===== src/rtl/regfile_mp.sv =====
// Multi-port integer register file with pending scoreboard, same-cycle write
// bypass and a hardware clear sequencer that zeroes the array after reset.

module regfile_mp_rd #(
    parameter int XLEN     = 32,
    parameter int AW       = 5,
    parameter int NWR      = 1,
    parameter int ZERO_REG = 1
) (
    input  logic                ready,
    input  logic [AW-1:0]       rd_addr,
    input  logic [XLEN-1:0]     reg_data,
    input  logic                reg_pend,
    input  logic [NWR-1:0]      wr_en,
    input  logic [NWR*AW-1:0]   wr_addr,
    input  logic [NWR*XLEN-1:0] wr_data,
    output logic [XLEN-1:0]     rd_data,
    output logic                rd_pending
);
    always_comb begin
        rd_data    = '0;
        rd_pending = 1'b0;
        if (ready && !((ZERO_REG != 0) && (rd_addr == '0))) begin
            rd_data    = reg_data;
            rd_pending = reg_pend;
            // ascending scan: the highest matching lane overrides lower ones
            for (int i = 0; i < NWR; i++) begin
                if (wr_en[i] && (wr_addr[i*AW +: AW] == rd_addr)) begin
                    rd_data    = wr_data[i*XLEN +: XLEN];
                    rd_pending = 1'b0;
                end
            end
        end
    end
endmodule

module regfile_mp #(
    parameter int XLEN     = 32,
    parameter int NREGS    = 32,
    parameter int NRD      = 2,
    parameter int NWR      = 1,
    parameter int ZERO_REG = 1,
    localparam int AW      = $clog2(NREGS)
) (
    input  logic                clk,
    input  logic                rst_n,
    input  logic                clear_req,
    output logic                init_done,
    input  logic [NWR-1:0]      wr_en,
    input  logic [NWR*AW-1:0]   wr_addr,
    input  logic [NWR*XLEN-1:0] wr_data,
    input  logic                alloc_en,
    input  logic [AW-1:0]       alloc_addr,
    input  logic [NRD*AW-1:0]   rd_addr,
    output logic [NRD*XLEN-1:0] rd_data,
    output logic [NRD-1:0]      rd_pending
);
    typedef enum logic {CLEAR, READY} state_t;

    state_t             state;
    logic [AW-1:0]      cnt;
    logic [XLEN-1:0]    mem [NREGS];
    logic [NREGS-1:0]   pend, pend_nxt;
    logic [NWR-1:0]     wr_ok;
    logic               alloc_ok;
    logic               ready;

    assign ready    = (state == READY);
    assign alloc_ok = ready && alloc_en && !((ZERO_REG != 0) && (alloc_addr == '0));

    always_comb begin
        for (int i = 0; i < NWR; i++)
            wr_ok[i] = ready && wr_en[i] &&
                       !((ZERO_REG != 0) && (wr_addr[i*AW +: AW] == '0));
    end

    always_ff @(posedge clk or negedge rst_n) begin
        if (!rst_n) begin
            state     <= CLEAR;
            cnt       <= '0;
            init_done <= 1'b0;
        end else if (clear_req) begin
            state     <= CLEAR;
            cnt       <= '0;
            init_done <= 1'b0;
        end else if (state == CLEAR) begin
            if (cnt == AW'(NREGS-1)) begin
                state     <= READY;
                cnt       <= '0;
                init_done <= 1'b1;
            end else begin
                cnt <= cnt + 1'b1;
            end
        end
    end

    // Array is not reset; the sequencer zeroes one entry per cycle in CLEAR.
    always_ff @(posedge clk) begin
        if (state == CLEAR) begin
            mem[cnt] <= '0;
        end else begin
            for (int i = 0; i < NWR; i++)
                if (wr_ok[i])
                    mem[wr_addr[i*AW +: AW]] <= wr_data[i*XLEN +: XLEN];
        end
    end

    // Writes retire producers first, then alloc re-arms (alloc wins on a tie).
    always_comb begin
        pend_nxt = pend;
        for (int i = 0; i < NWR; i++)
            if (wr_ok[i]) pend_nxt[wr_addr[i*AW +: AW]] = 1'b0;
        if (alloc_ok) pend_nxt[alloc_addr] = 1'b1;
    end

    always_ff @(posedge clk or negedge rst_n) begin
        if (!rst_n)                           pend <= '0;
        else if (state == CLEAR || clear_req) pend <= '0;
        else                                  pend <= pend_nxt;
    end

    genvar g;
    generate
        for (g = 0; g < NRD; g++) begin : g_rd
            logic [AW-1:0] ra;
            assign ra = rd_addr[g*AW +: AW];
            regfile_mp_rd #(
                .XLEN(XLEN), .AW(AW), .NWR(NWR), .ZERO_REG(ZERO_REG)
            ) u_rd (
                .ready     (ready),
                .rd_addr   (ra),
                .reg_data  (mem[ra]),
                .reg_pend  (pend[ra]),
                .wr_en     (wr_en),
                .wr_addr   (wr_addr),
                .wr_data   (wr_data),
                .rd_data   (rd_data[g*XLEN +: XLEN]),
                .rd_pending(rd_pending[g])
            );
        end
    endgenerate
endmodule


===== config.mk =====
export PLATFORM = sky130hd
export DESIGN_NAME = regfile_mp
export DESIGN_NICKNAME = d
export VERILOG_FILES = /design/src/rtl/regfile_mp.sv
export SDC_FILE = /design/constraint.sdc
export NUM_CORES = 1
export LEC_CHECK = 0
export CAP_MARGIN = 20
export CORE_UTILIZATION = 30
export CTS_BUF_LIST = sky130_fd_sc_hd__clkbuf_16
export DETAILED_ROUTE_END_ITERATION = 7
export PLACE_DENSITY = 0.44
export SYNTH_ARGS = -nofsm -noshare
export SYNTH_HDL_FRONTEND = slang
export SYNTH_SLANG_ARGS = --single-unit
export TNS_END_PERCENT = 30

===== constraint.sdc =====
create_clock -name clk -period 5.4 [get_ports clk]
set_input_delay 1.62 -clock clk [delete_from_list [all_inputs] [get_ports clk]]
set_output_delay 1.62 -clock clk [all_outputs]
set_load 0.02 [all_outputs]

==> impl_metrics.csv, run 1 <==
group,metric,value,unit
finish,layout_common_cells,"edfxtp_1, mux2i_1, buf_4",
job,drv_cap,0,
floorplan,initial_core_util,30.2,%
timing,whs,0.523,ns
timing,tightest_slew,1.14,ns
floorplan,io_pins,124,
logic_synthesis,yosysUniqueCellTypes,63,
logic_synthesis,synth_edf_count,1024,
critical_path,rr_startpoint,"ready$_DFF_PN0_",
critical_path,crit_arrival,3.80,ns
logic_synthesis,synth-seq-cells,1063,
routing,postRouteAntennaNets,0,
critical_path,crit_required,3.78,ns
clocking,root_buffer,"clkbuf_16",
clocking,clock_latency,0.75,ns
pwr,p_total,18.8,mW
finish,final_area,64900,um2
logic_synthesis,synthCells,3078,
critical_path,cp-startpoint,"rd_addr[0]",
floorplan,rows,151,
finish,area_growth,26.7,%
finish,layout_commonest_cell,"edfxtp_1",
placed_design,dp_hpwl,132,mm
critical_path,path_cells,"buf_16 > buf_12 > buf_12 > buf_4 > mux4_2 > a22oi_2 > a21oi_1 > a211o_4 > buf_4",
global_routing,grt_pass1_wl,287,mm
finish,fin_util,38.3,%
routing,via_per_inst,5.76,
critical_path,cp-start-kind,"primary input",
routing,drc_errors,0,
global_routing,grt_pass1_vias,35100,
clocking,cts_sinks,1063,
finish,final.fill_count,15400,
critical_path,worstSetupPathType,"primary input to output pin",
timing,period_share,100,%
global_routing,grt_max_degree,40,
timing,tns,-0.0717,ns
logic_synthesis,async_flop_share,3.67,%
critical_path,cp_slowest_stage_delay,0.55,ns
pwr,p_per_area,289,nW/um2
placed_design,gp_congestion,0.893,
timing,hold_viol_final,0,
min_path,hold_start,"pend[0]$_DFF_PN0_",
timing,fin_skew,0.0250,ns
placed_design,dp.cells,5686,
logic_synthesis,syn_avg_cell_area,16.6,um2
logic_synthesis,synth_flop_cell,"edfxtp_1",
global_routing,grt_util_all_layers,23.7,%
routing,drt-pass1-iter-count,5,
clocking,numCtsBuffers,116,
finish,multiInputGateArea,19000,um2
logic_synthesis,yosysWarnings,0,
logic_synthesis,synth_area,51200,um2
floorplan,die_h,415,um
floorplan,core_area,169000,um2
global_routing,gr-total-overflow,0,
routing,vias,34300,
clocking,ctsHoldBuffers,0,
timing,setup_ws,-0.0235,ns
finish,drive_gt1_share,34.6,%
critical_path,cp_slowest_cell,"mux4_2",
clocking,clk_transition_reported_paths,0.06,ns
routing,drtIter0Drc,3752,
clocking,cts.htree.levels,3,
run_status,violations,"negative setup slack",
pwr,ir_drop,0.286,mV
global_routing,grt_antenna_before_repair,2,
critical_path,crit_fanout,6,
logic_synthesis,synth_fp_nets,3137,
timing,drv_slew,0,
pwr,cellLeakagePower,23.7,nW
critical_path,crit_buf_inv,5,
timing,grt_setup_unrepaired,"true",
logic_synthesis,ys_seq_area_share,61.9,%
floorplan,dieArea,172000,um2
min_path,hp-class,"flip-flop to flip-flop",
finish,fin_nets,3706,
timing,min_period,5.42,ns
logic_synthesis,synth_area_leaders,"edfxtp_1, mux4_2, mux2i_1, a221oi_1, dfrtp_1",
floorplan,die_w,415,um
timing,maxSlewHeadroom,23.8,%
placed_design,port_buffers,123,
placed_design,dpl_cell_area,59600,um2
timing,setup_viol,5,
logic_synthesis,netlist.top_cell.by_area,"edfxtp_1",
critical_path,cp-end-kind,"output pin",
finish,regArea,31700,um2
timing,fmax,184,MHz
critical_path,cp_top_family,"buffers and inverters",
logic_synthesis,synth_top_area_share,60.0,%
run_status,status,"finished, violations left",
clocking,cts_tree,"built",
routing,routedWlPerCell,34.8,um
clocking,clk_path_buf_depth,3,
routing,drt_wl_total,208,mm
placed_design,dp_slack,-0.831,ns
finish,fin_cells,5964,
==> state kept, by name, summed over array words and instances (netlist names) <==
register / cells
cnt: 5
init_done: 1
mem: 1024
pend: 32
ready: 1
==> synthesized netlist by cell type (21+ instances only) <==
| cell | instances |
|---|---|
| edfxtp_1 | 1024 |
| mux2i_1 | 427 |
| mux4_2 | 327 |
| a221oi_1 | 185 |
| a21oi_1 | 150 |
| clkbuf_1 | 109 |
| a22oi_1 | 82 |
| nor3_1 | 78 |
| o21ai_0 | 73 |
| nor2_1 | 71 |
| buf_2 | 60 |
| nand2_1 | 54 |
| a211o_1 | 49 |
| buf_4 | 46 |
| o21ai_1 | 46 |
| nand2b_1 | 45 |
| and2_1 | 41 |
| dfrtp_1 | 39 |
| buf_6 | 23 |
| a221o_1 | 21 |
==> metal layers <==
layer | vias to the layer above | routed length [um] | track usage (%)
li1 | 14100 | - | -
met1 | 18400 | 85300 | 31.2
met2 | 1464 | 102000 | 39.8
met3 | 326 | 11700 | 2.82
met4 | 0 | 8440 | 9.36
met5 | - | 0 | 0
==> report_power, final <==
part	leakage, nW	internal [mW]	switching (mW)
logic	10.9	0.819	1.00
clock network	1.91	4.50	3.40
registers	10.9	9.00	0.0370
total	23.7	14.3	4.44
==> final timing paths <==
kind	end	slack, ns	depth (start not counted)
hold / removal	pend[0]$_DFF_PN0_	0.52	2
setup reg to reg	mem[11][26]$_DFFE_PP_	1.94	7
max in group asynchronous	pend[10]$_DFF_PN0_	3.69	1
min in group asynchronous	pend[21]$_DFF_PN0_	1.07	1
hold reg to reg	pend[0]$_DFF_PN0_	0.52	2
setup / recovery	rd_data[1]	-0.02	9
==> logic make-up (layout without fill, tap and decap cells) <==
| family | Yosys count | count (layout) | synth area share, % |
|---|---|---|---|
| AND/OR/NAND/NOR | 331 | 331 | 3.27 |
| buffers and inverters | 267 | 931 | 2.80 |
| XOR/XNOR | 10 | 10 | 0.171 |
| AO/OA/AOI/OAI | 651 | 651 | 9.08 |
| adder cells (fa/ha/maj) | 2 | 2 | 0.0488 |
| multiplexers | 754 | 754 | 22.7 |
| other | 0 | 4 | 0 |
| flip-flops | 1063 | 1063 | 61.9 |
==> worst reg2reg max path, cell delays in order, from the launching register on <==
cell,delay (ns)
dfrtp_1,0.57
buf_4,0.34
nand2_1,0.27
a21oi_4,0.37
nor3b_1,0.11
a21oi_2,0.83
nor2_4,0.35
buf_12,0.29
==> cell type report <==
cell class,count,area share [%]
repair buffers,706,11.8
multi-input cells,1748,29.3
inverters,12,0.0829
clock buffers,118,4.55
clock inverters,95,1.15
well taps,2218,4.28
flip-flops and latches,1063,48.9
diodes,4,0.0154
==> repair_timing <==
item                       CTS  global route
setup endpoints to repair   66            55
pin swaps                   29            15
gates resized for setup    296            82
gates cloned                 9             3
setup buffers               41             7
(Power assumes the default switching activity.)
==> run 2, diff against run 1 <==
- CAP_MARGIN: 20 -> not set
==> run 2 against run 1 <==
  * Fmax fell by 0.18%
  * Global-route usage unchanged
  * Clock skew fell by 0.0033 ns
  * Sequential share of layout area hardly changed
  * Via count about the same
  * The run still ends with negative setup slack left
  * Routed wire length barely moved
  * Core utilization is essentially flat
  * Clock power barely moved
==> impl_metrics.csv, run 2 (synthesized netlist as in run 1, its figures left out) <==
group,metric,value,unit
critical_path,worstSetupPathType,"primary input to output pin",
global_routing,grt_antenna_before_repair,2,
clocking,clk_transition_reported_paths,0.06,ns
min_path,hp-class,"flip-flop to flip-flop",
pwr,comb_power_share,9.7,%
placed_design,gp_congestion,0.893,
pwr,p_sw_share,23.7,%
pwr,p_sw,4.44,mW
clocking,cts_tree,"built",
global_routing,grt_max_degree,40,
routing,drt_wl_total,208,mm
run_status,status,"finished, violations left",
timing,fmax,184,MHz
routing,drt-pass1-iter-count,6,
clocking,clk_path_buf_depth,3,
pwr,pwr-share-clk,42.1,%
timing,period_share,101,%
pwr,cellLeakagePower,23.7,nW
floorplan,die_h,415,um
timing,whs,0.519,ns
timing,maxSlewHeadroom,16.9,%
timing,tightest_slew,1.25,ns
finish,final.fill_count,15400,
critical_path,crit_arrival,3.81,ns
clocking,cts_sinks,1063,
global_routing,grt_pass1_wl,287,mm
finish,largest_reg_flops,1024,
global_routing,gr-total-overflow,0,
finish,fin_nets,3705,
routing,routedWlPerCell,34.8,um
pwr,p_total,18.8,mW
timing,tns,-0.124,ns
routing,via_per_inst,5.76,
routing,postRouteAntennaNets,0,
floorplan,io_pins,124,
global_routing,grt_pass1_vias,35100,
global_routing,grt_util_all_layers,23.7,%
floorplan,initial_core_util,30.2,%
finish,layout_commonest_cell,"edfxtp_1",
timing,drv_slew,0,
routing,vias,34300,
routing,drc_errors,0,
timing,grt_setup_unrepaired,"true",
timing,min_period,5.43,ns
pwr,ir_drop,0.287,mV
placed_design,dp_slack,-0.831,ns
run_status,violations,"negative setup slack",
pwr,seq_power_share,48.2,%
placed_design,dp_hpwl,132,mm
timing,setup_ws,-0.0330,ns
timing,hold_viol_final,0,
clocking,clock_latency,0.75,ns
clocking,numCtsBuffers,116,
finish,drive_gt1_share,34.6,%
timing,setup_viol,5,
finish,layout_common_cells,"edfxtp_1, mux2i_1, buf_4",
critical_path,crit_required,3.78,ns
pwr,p_per_area,289,nW/um2
finish,reg.largest.list,"mem x1024, pend x32, cnt x5",
timing,fin_skew,0.0217,ns
floorplan,rows,151,
floorplan,die_w,415,um
critical_path,cp-end-kind,"output pin",
finish,largest-register,"mem",
job,drv_cap,0,
clocking,root_buffer,"clkbuf_16",
floorplan,core_area,169000,um2
critical_path,crit_fanout,11,
pwr,p_int,14.3,mW
finish,area_growth,26.7,%
placed_design,port_buffers,123,
critical_path,cp-start-kind,"primary input",
clocking,cts.htree.levels,3,
floorplan,dieArea,172000,um2
routing,drtIter0Drc,3755,
## run 2: path summary, 6_finish.rpt
path | start | end | slack [ns] | cells past startpoint
min in group asynchronous | rst_n | pend[21]$_DFF_PN0_ | 1.07 | 1
max in group asynchronous | rst_n | pend[3]$_DFF_PN0_ | 3.71 | 1
setup / recovery | rd_addr[6] | rd_data[40] | -0.03 | 10
hold / removal | pend[0]$_DFF_PN0_ | pend[0]$_DFF_PN0_ | 0.52 | 2
setup reg to reg | ready$_DFF_PN0_ | mem[11][26]$_DFFE_PP_ | 1.92 | 7
hold reg to reg | pend[0]$_DFF_PN0_ | pend[0]$_DFF_PN0_ | 0.52 | 2
## run 2: worst max-delay path, cell delays in order
cell and delay [ns]:
clkbuf_16 0.16, buf_12 0.14, and2_4 0.23, buf_12 0.18, a221oi_1 0.40, a22oi_1 0.13, buf_4 0.16, a21oi_1 0.29
a221o_2 0.29, buf_4 0.18
## run 2: timing repair
| action | 4_1_cts | 5_1_grt |
|---|---|---|
| cloned | 9 | 3 |
| hold buffers | 0 | 0 |
| pin swaps | 29 | 15 |
| setup buffers | 41 | 7 |
| resized for setup | 296 | 82 |
| setup endpoints to repair | 66 | 55 |
## run 2: area by class of cell
type	count	area [um2]	share of cell area (%)
flip-flops and latches	1063	31700	48.9
clock inverters	95	746	1.15
clock buffers	118	2950	4.55
multi-input cells	1748	19000	29.3
repair buffers	705	7640	11.8
diodes	5	12.5	0.0193
well taps	2218	2780	4.28
inverters	12	53.8	0.0829
## run 2: power by group through the flow
| stage | Clock, mW | Sequential (mW) | Combinational [mW] |
|---|---|---|---|
| after floorplan | 0 | 9.20 | 0.884 |
| after global placement | 0 | 9.21 | 1.70 |
| after detailed placement | 0 | 9.21 | 1.70 |
| after CTS | 8.03 | 9.04 | 1.78 |
| after global routing | 8.33 | 9.05 | 1.89 |
| final | 7.90 | 9.04 | 1.82 |
## run 2: stage by stage
| stage | instance area [um2] | util, % | cells |
|---|---|---|---|
| floorplan | 51200 | - | 3078 |
| global placement | 59600 | 35.2 | 5686 |
| detailed placement | 59600 | 35.2 | 5686 |
| CTS | 64600 | 38.1 | 5949 |
| global route | 64900 | 38.3 | 5961 |
| finish | 64900 | 38.3 | 5964 |
## run 2: layer usage
layer	global-route usage, %	vias up	routed length [um]
met3	2.82	317	12000
met5	0	-	0
met2	39.8	1484	102000
met1	31.2	18400	85200
li1	-	14100	-
met4	9.36	0	8280
